### src/rtl/conv_accel_chip.sv
// conv_accel_chip: streaming 2-D convolution engine for one output feature map.
//
// Each output (y, x, ch) accumulates KERNEL_SIZE x INPUT_NB_CHANNELS beats,
// where every beat is a 3-lane signed dot product of an activation row and a
// weight row. When an output completes, the saturated result is strobed on
// `out` and the full-precision sum is written to external memory.
//
// Ports:
//   clk, arst_n_in            clock (rising edge), async active-low reset
//   ext_mem_read_addr         read address, always 0
//   ext_mem_qout              read data (not consumed)
//   ext_mem_write_addr/din/en write port, one-cycle strobe per result
//   a_input0..2, a_valid/ready activation row stream
//   b_input0..2, b_valid/ready weight row stream
//   out, output_valid         saturated result and its one-cycle strobe
//   output_x/y/ch             coordinates of the result on `out`
//   start, running            layer start request and busy flag
//   state_dbg                 current FSM state (0 = IDLE, 1 = RUN)
//
// Handshake: a beat is consumed on a rising edge only when a_valid, b_valid,
// a_ready and b_ready are all high at that edge; a lone valid consumes nothing.
// There is no output back-pressure.
module conv_accel_chip #(
  parameter int IO_DATA_WIDTH      = 16,
  parameter int ACCUMULATION_WIDTH = 32,
  parameter int EXT_MEM_HEIGHT     = 1 << 20,
  parameter int EXT_MEM_WIDTH      = ACCUMULATION_WIDTH,
  parameter int FEATURE_MAP_WIDTH  = 1024,
  parameter int FEATURE_MAP_HEIGHT = 1024,
  parameter int INPUT_NB_CHANNELS  = 64,
  parameter int OUTPUT_NB_CHANNELS = 64,
  parameter int KERNEL_SIZE        = 3,
  localparam int AW  = (EXT_MEM_HEIGHT > 1) ? $clog2(EXT_MEM_HEIGHT) : 1,
  localparam int XW  = (FEATURE_MAP_WIDTH > 1) ? $clog2(FEATURE_MAP_WIDTH) : 1,
  localparam int YW  = (FEATURE_MAP_HEIGHT > 1) ? $clog2(FEATURE_MAP_HEIGHT) : 1,
  localparam int CW  = (OUTPUT_NB_CHANNELS > 1) ? $clog2(OUTPUT_NB_CHANNELS) : 1,
  localparam int IW  = (INPUT_NB_CHANNELS > 1) ? $clog2(INPUT_NB_CHANNELS) : 1,
  localparam int KW  = (KERNEL_SIZE > 1) ? $clog2(KERNEL_SIZE) : 1
) (
  input  logic                     clk,
  input  logic                     arst_n_in,
  output logic [AW-1:0]            ext_mem_read_addr,
  input  logic [EXT_MEM_WIDTH-1:0] ext_mem_qout,
  output logic [AW-1:0]            ext_mem_write_addr,
  output logic [EXT_MEM_WIDTH-1:0] ext_mem_din,
  output logic                     ext_mem_write_en,
  input  logic [IO_DATA_WIDTH-1:0] a_input0,
  input  logic [IO_DATA_WIDTH-1:0] a_input1,
  input  logic [IO_DATA_WIDTH-1:0] a_input2,
  input  logic                     a_valid,
  output logic                     a_ready,
  input  logic [IO_DATA_WIDTH-1:0] b_input0,
  input  logic [IO_DATA_WIDTH-1:0] b_input1,
  input  logic [IO_DATA_WIDTH-1:0] b_input2,
  input  logic                     b_valid,
  output logic                     b_ready,
  output logic [IO_DATA_WIDTH-1:0] out,
  output logic                     output_valid,
  output logic [XW-1:0]            output_x,
  output logic [YW-1:0]            output_y,
  output logic [CW-1:0]            output_ch,
  input  logic                     start,
  output logic                     running,
  output logic                     state_dbg
);

  localparam int IO  = IO_DATA_WIDTH;
  localparam int ACC = ACCUMULATION_WIDTH;
  localparam int PW  = 2 * IO_DATA_WIDTH;

  localparam logic [KW-1:0] K_LAST = KW'(KERNEL_SIZE - 1);
  localparam logic [IW-1:0] I_LAST = IW'(INPUT_NB_CHANNELS - 1);
  localparam logic [CW-1:0] C_LAST = CW'(OUTPUT_NB_CHANNELS - 1);
  localparam logic [XW-1:0] X_LAST = XW'(FEATURE_MAP_WIDTH - 1);
  localparam logic [YW-1:0] Y_LAST = YW'(FEATURE_MAP_HEIGHT - 1);

  localparam logic signed [ACC-1:0] SAT_MAX = {{(ACC-IO+1){1'b0}}, {(IO-1){1'b1}}};
  localparam logic signed [ACC-1:0] SAT_MIN = {{(ACC-IO+1){1'b1}}, {(IO-1){1'b0}}};

  typedef enum logic {IDLE = 1'b0, RUN = 1'b1} state_t;

  state_t state, state_next;

  logic [KW-1:0] ky_cnt;
  logic [IW-1:0] ci_cnt;
  logic [CW-1:0] ch_cnt;
  logic [XW-1:0] x_cnt;
  logic [YW-1:0] y_cnt;
  logic [AW-1:0] wr_ptr;
  logic          finish_q;   // final output of the layer is being presented
  logic signed [ACC-1:0] acc;

  logic signed [PW-1:0]  p0, p1, p2;
  logic signed [ACC-1:0] beat_sum, acc_next;
  logic [IO-1:0]         sat_val;
  logic                  fire, last_beat;
  logic                  unused_qout;

  assign unused_qout       = ^ext_mem_qout;
  assign ext_mem_read_addr = '0;

  // Ready is withheld during the cycle the layer's final result is shown, so
  // no stray beat is absorbed after the last output of the layer.
  assign a_ready   = (state == RUN) && !finish_q;
  assign b_ready   = a_ready;
  assign running   = (state == RUN);
  assign state_dbg = state;
  assign fire      = a_valid && b_valid && a_ready && b_ready;
  assign last_beat = (ky_cnt == K_LAST) && (ci_cnt == I_LAST);

  assign p0       = PW'($signed(a_input0)) * PW'($signed(b_input0));
  assign p1       = PW'($signed(a_input1)) * PW'($signed(b_input1));
  assign p2       = PW'($signed(a_input2)) * PW'($signed(b_input2));
  assign beat_sum = ACC'(p0) + ACC'(p1) + ACC'(p2);
  assign acc_next = acc + beat_sum;

  always_comb begin
    sat_val = acc_next[IO-1:0];
    if (acc_next > SAT_MAX) begin
      sat_val = {1'b0, {(IO-1){1'b1}}};
    end else if (acc_next < SAT_MIN) begin
      sat_val = {1'b1, {(IO-1){1'b0}}};
    end
  end

  // FSM state register
  always_ff @(posedge clk or negedge arst_n_in) begin
    if (!arst_n_in) state <= IDLE;
    else            state <= state_next;
  end

  // FSM next-state
  always_comb begin
    state_next = state;
    case (state)
      IDLE:    if (start) state_next = RUN;
      RUN:     if (finish_q) state_next = IDLE;
      default: state_next = IDLE;
    endcase
  end

  // Datapath: counters, accumulator, result and memory-write registers
  always_ff @(posedge clk or negedge arst_n_in) begin
    if (!arst_n_in) begin
      ky_cnt             <= '0;
      ci_cnt             <= '0;
      ch_cnt             <= '0;
      x_cnt              <= '0;
      y_cnt              <= '0;
      wr_ptr             <= '0;
      finish_q           <= 1'b0;
      acc                <= '0;
      out                <= '0;
      output_valid       <= 1'b0;
      output_x           <= '0;
      output_y           <= '0;
      output_ch          <= '0;
      ext_mem_write_addr <= '0;
      ext_mem_din        <= '0;
      ext_mem_write_en   <= 1'b0;
    end else begin
      output_valid     <= 1'b0;
      ext_mem_write_en <= 1'b0;
      if (state == IDLE) begin
        if (start) begin
          ky_cnt   <= '0;
          ci_cnt   <= '0;
          ch_cnt   <= '0;
          x_cnt    <= '0;
          y_cnt    <= '0;
          wr_ptr   <= '0;
          finish_q <= 1'b0;
          acc      <= '0;
        end
      end else if (finish_q) begin
        finish_q <= 1'b0;
      end else if (fire) begin
        if (last_beat) begin
          // Result registers load and the accumulator clears on the same edge,
          // so the next beat can begin the following output with no bubble.
          acc                <= '0;
          out                <= sat_val;
          output_valid       <= 1'b1;
          output_x           <= x_cnt;
          output_y           <= y_cnt;
          output_ch          <= ch_cnt;
          ext_mem_din        <= EXT_MEM_WIDTH'(acc_next);
          ext_mem_write_addr <= wr_ptr;
          ext_mem_write_en   <= 1'b1;
          ky_cnt             <= '0;
          ci_cnt             <= '0;
          // Outputs are produced in address order, so a running pointer
          // equals (y*W + x)*Cout + ch without a multiplier.
          wr_ptr             <= wr_ptr + AW'(1);
          if (ch_cnt == C_LAST) begin
            ch_cnt <= '0;
            if (x_cnt == X_LAST) begin
              x_cnt <= '0;
              if (y_cnt == Y_LAST) begin
                y_cnt    <= '0;
                wr_ptr   <= '0;
                finish_q <= 1'b1;
              end else begin
                y_cnt <= y_cnt + YW'(1);
              end
            end else begin
              x_cnt <= x_cnt + XW'(1);
            end
          end else begin
            ch_cnt <= ch_cnt + CW'(1);
          end
        end else begin
          acc <= acc_next;
          if (ky_cnt == K_LAST) begin
            ky_cnt <= '0;
            ci_cnt <= ci_cnt + IW'(1);
          end else begin
            ky_cnt <= ky_cnt + KW'(1);
          end
        end
      end
    end
  end

endmodule

### config.mk
export PLATFORM = sky130hd
export DESIGN_NAME = conv_accel_chip
export DESIGN_NICKNAME = d
export VERILOG_FILES = /design/src/rtl/conv_accel_chip.sv
export SDC_FILE = /design/constraint.sdc
export NUM_CORES = 2
export LEC_CHECK = 0
export ABC_AREA = 0
export CAP_MARGIN = 25
export CORE_UTILIZATION = 45
export DETAILED_ROUTE_END_ITERATION = 8
export PLACE_DENSITY = 0.74
export SLEW_MARGIN = 25
export SYNTH_ARGS = -nofsm -noshare
export SYNTH_HDL_FRONTEND = slang
export SYNTH_SLANG_ARGS = --single-unit
### constraint.sdc
create_clock -name clk -period 8.1 [get_ports clk]
set_input_delay 1.215 -clock clk [delete_from_list [all_inputs] [get_ports clk]]
set_output_delay 1.215 -clock clk [all_outputs]
set_load 0.05 [all_outputs]
* Word-level counts from Yosys, hierarchy flattened
Cells that the tools add are included. W data, S select, Z words.
Storage, ports and cells: register bits after elaboration 183, input port bits 133, output and inout port bits 120
Cells by class: add/subtract/negate cells 9, multipliers 3, order comparisons 2, equality and inequality tests 11, multiplexer cells 61, bitwise gates (word level) 2, reductions and logical operators 13
Operators by type and width (count):
- $mux W20 | 8
- $mux W32 | 5
- $mux W10 | 14
- $add A32 B32 Y32 | 3
- $mul A16 B16 Y32 | 3
- $mux W6 | 11
- $gt A32 B16 Y1 const B | 1
- $lt A32 B16 Y1 const B | 1
- $mux W16 | 2
- $add A10 B1 Y10 const B | 2
- $add A20 B1 Y20 const B | 1
- $eq A10 B10 Y1 const B | 2
- $mux W1 | 14
- $add A6 B1 Y6 const B | 2
- $eq A6 B6 Y1 const B | 2
- $mux W2 | 6
- $reduce_and A4 Y1 | 3
- $ne A2 B1 Y1 const B | 4
- $reduce_and A6 Y1 | 1
- $logic_and A1 B1 Y1 | 5
- $reduce_and A5 Y1 | 1
- $ne A3 B1 Y1 const B | 1
- $reduce_and A3 Y1 | 1
- $add A2 B1 Y2 const B | 1
- 6 further kinds | 7

* Longest topological paths before layout
depth in word-level cells 8, mapped depth 32, gate-level depth less buffers 29

* Worst setup path after synthesis
Ideal clock, no wire load.
path kind in2reg, from input a_input2[15], to register out[10], setup time 0.140 ns, arrival 9.348 ns, path slack -1.388 ns, stages 29, path buffers 3, path through clkbuf_1 -> nand2_1 -> fa_1 -> inv_1 -> fa_1 -> fa_1 -> inv_1 -> fa_1 -> inv_1 -> fa_1 -> fa_1 -> fa_1 -> fa_1 -> inv_1 -> fa_1 -> inv_1 -> ha_1 -> buf_2 -> and2_4 -> and3_4 -> a221oi_2 -> o21ai_0 -> o21a_1 -> xor2_1 -> nor4_2 -> nand3_1 -> o41ai_4 -> buf_6 -> o221ai_2
Between the ends: longest elaborated chain between the ends 6, elaborated cells between the ends (all ways) 7, classes of those cells 2 x add/sub; 1 x mul; 2 x order compare; 2 x mux
RTL lines:
- start, declared | line 49 | input logic [IO_DATA_WIDTH-1:0] a_input2,
- $mul A16 B16 Y32 * | line 113 | assign p2 = PW'($signed(a_input2)) * PW'($signed(b_input2));
- $add A32 B32 Y32 * | line 114 | assign beat_sum = ACC'(p0) + ACC'(p1) + ACC'(p2);
- $add A32 B32 Y32 * | line 115 | assign acc_next = acc + beat_sum;
- $lt A32 B16 Y1 | line 121 | end else if (acc_next < SAT_MIN) begin
- $mux W16 | line 121
- $mux W16 * | line 119 | if (acc_next > SAT_MAX) begin
- end signal, assigned | line 182 | out <= sat_val;
- end, declared | line 57 | output logic [IO_DATA_WIDTH-1:0] out,
Mark *: on every way between the ends. The rest lies on a longest branch, timed or not. A chain may end at the register's enable or synchronous reset.

* Worst setup path in the final report
from input a_input0[11], to register out[13]
Between the ends: longest elaborated chain between the ends 7, elaborated cells between the ends (all ways) 8, classes of those cells 3 x add/sub; 1 x mul; 2 x order compare; 2 x mux
RTL lines:
- start, declared | line 47 | input logic [IO_DATA_WIDTH-1:0] a_input0,
- $mul A16 B16 Y32 * | line 111 | assign p0 = PW'($signed(a_input0)) * PW'($signed(b_input0));
- $add A32 B32 Y32 * (2 in a row) | line 114
- $add A32 B32 Y32 * | line 115
- $lt A32 B16 Y1 | line 121
- $mux W16 | line 121
- $mux W16 * | line 119
Marks and branches as above.

==> flow_summary.ini <==
[grt]
antenna_found_initial = 1
grt_pass1_vias = 33537
grt-ovfl-total = 0
grt_start_max_net_pins = 109
gr-usage-all-layers = 0.287
grt_pass1_wl_mm = 189

[synthesis]
synth_edf_count = 0
syn-cell-area_um2 = 38600
syn_area_per_cell_um2 = 9.54
ys_seq_elements = 183
synth_flop_cell = dfrtp_1
async_flop_share = 1.00
synth_cell_type_count = 68
netlist_instances = 4042
yosys_warnings = 0
ys_seq_area_frac = 0.119

[routing]
num_vias = 30745
wire_per_inst_um = 20.9
drt_iter0_drc = 2388
drc = 0
routed_wl_mm = 123
routed_via_density = 5.23
dr.pass1.iters = 5
final_antenna_net_count = 0

[clock_tree]
cts.sinks = 183
cts_tree = built
clk_pin_slew_ps = 70
htree_levels = 4
cts_buffer_depth = 2
cts_hold_buf = 0
numCtsBuffers = 17
clock_latency_ps = 450
cts_root_buf = clkbuf_16

[floorplanning]
dieArea_um2 = 86900
start_util = 0.458
die_w_um = 295
die_h_um = 295
coreArea_um2 = 84200
ios = 253
num_rows = 106

[placed_design]
hpwl_mm = 87.5
gp_congestion = 0.919
place_area_um2 = 45200
place.port_buffers = 200

[timing]
period_minus_slack_ps = 9140
rsz0062_at_grt = true
max_clock_freq_mhz = 109
worstMarginPinSlew_ps = 1020
drv_slew = 0
finClkSkew_ps = 17.2
setup_ws_ps = -1040
relSlewSlack = 0.323
setup_viol = 36
hold_viol = 0
period_share = 1.13

[setup_path]
cp_data_arrival_time_ps = 9500
reg2regPathDepth = 29
end_kind = register
critical-path-max-stage-delay_ps = 610
cpLargestDelayFamily = adder cells
crit_type = input port to register
cp.required_ps = 8460
path_max_fanout = 6
cp-start-kind = input port
crit_top_cell = fa_1
crit_slowest_cell = fa_1
cp.buffers_inverters = 12
worst-path-stages = 33

[cells_and_area]
fin_area_um2 = 50600
nNetsFinal = 6001
areaGrowthSynthToFinish_pct = 31.2
drive_gt1_frac = 0.265
fillers = 6353

[min_path]
worstHoldPathType = register to register
hold-path-cell-count = 2

[run_status]
outcome = finished with violations
violations = negative setup slack

[flow_run]
timing.max_cap.violations = 0
[routing by layer]
metal | GRT usage | part of all wire
met1 | 0.361 | 0.37
met2 | 0.479 | 0.48
met3 | 0.0419 | 0.071
met4 | 0.154 | 0.075
met5 | 0 | 0
[layout by cell type (no fill, tap or decap), types with 23 or more instances in the layout]
cell / synthesis / final
inv_1: 1022 / 884
fa_1: 939 / 836
nand2_1: 644 / 591
buf_4: 23 / 408
and2_1: 377 / 293
dfrtp_1: 183 / 183
ha_1: 190 / 163
inv_2: 0 / 135
buf_6: 2 / 116
fa_2: 0 / 103
clkdlybuf4s50_1: 0 / 103
and2_4: 1 / 85
buf_12: 0 / 77
nor2_1: 70 / 63
xnor2_1: 61 / 56
o21ai_0: 68 / 55
nand2_2: 0 / 34
buf_2: 6 / 33
a21oi_1: 40 / 29
bufbuf_16: 0 / 27
nand3_1: 29 / 26
a22o_1: 23 / 23
xor2_1: 25 / 23
ha_4: 0 / 23
[kinds of logic (layout without fill, tap and decap cells)]
logic type | Yosys count | after routing | synth area share
compound gates | 202 | 202 | 0.0368
mux | 6 | 6 | 0.00156
simple gates | 1247 | 1247 | 0.156
xor+xnor | 86 | 86 | 0.0195
other cells | 1 | 21 | 0.0000972
buf+inv | 1188 | 1876 | 0.118
fa+ha+maj | 1129 | 1129 | 0.549
flops | 183 | 183 | 0.119
[Yosys cell counts, drive strengths merged, types with 15 or more instances]
cell type  instances  share of area
xnor2             61          0.014
nand3             30         0.0040
buf               36         0.0063
dfrtp            183           0.12
ha               190          0.062
fa               939           0.49
o21ai             73         0.0096
and3              19         0.0032
clkbuf           128          0.012
nand2b            26         0.0042
xor2              25         0.0057
nand4             18         0.0029
nor3              15         0.0019
and2             378          0.061
nor2b             21         0.0034
nand2            644          0.063
a21oi             41         0.0054
a22o              23         0.0052
nor2              70         0.0068
inv             1022          0.099
[worst paths after layout]
check	to	start	slack, ps
min in group asynchronous	acc[31]$_DFFE_PN0P_	arst_n_in	880
worst max-delay path	out[13]$_DFFE_PN0P_	a_input0[11]	-1040
worst min-delay path	output_x[9]$_DFFE_PN0P_	output_x[9]$_DFFE_PN0P_	480
worst min register to register	output_x[9]$_DFFE_PN0P_	output_x[9]$_DFFE_PN0P_	480
worst max register to register	out[13]$_DFFE_PN0P_	acc[14]$_DFFE_PN0P_	130
max in group asynchronous	ext_mem_din[7]$_DFFE_PN0P_	arst_n_in	6000
[sequential cells by signal (all words and copies together) (netlist names), 10 cells and up]
register	count
wr_ptr	20
y_cnt	10
x_cnt	10
out	16
ext_mem_din	32
ext_mem_write_addr	20
output_x	10
acc	32
output_y	10
[tightest hold or removal path, delay by kind of cell (launching register included)]
kind	cells	cell delay, ps
flops	1	340
simple gates	2	100
[timing repair]
action | CTS | global route
buffers inserted | 173 | 51
pin swaps | 269 | 284
gates cloned | 45 | 4
resized for setup | 736 | 406
endpoints found under the setup margin | 58 | 52
[metrics by stage]
stage	setup slack (ps)	TNS (ps)	hold slack, ps	utilization	cells
2_1_floorplan	-832	-12570	459	-	4061
3_3_place_gp	-2400	-73020	458	0.537	5607
3_5_place_dp	-2360	-72440	461	0.537	5607
4_1_cts	-911	-17110	478	0.588	5853
5_1_grt	-1260	-29190	496	0.601	5884
6_report	-1040	-20820	478	0.601	5884
[final cells by class]
cell class / instances / area, µm² / area share
Antenna cell: 1 / 2.50 / 0.0000495
Clock buffer: 21 / 480 / 0.00949
Clock inverter: 8 / 110 / 0.00218
Inverter: 1024 / 3860 / 0.0762
Multi-Input combinational cell: 2690 / 31200 / 0.617
Sequential cell: 183 / 4580 / 0.0905
Tap cell: 1134 / 1420 / 0.0280
Timing Repair Buffer: 823 / 8920 / 0.176
Power is left out: the tool's default activity adds up to more than one toggle a clock period on the data nets, which glitch-free logic cannot reach.
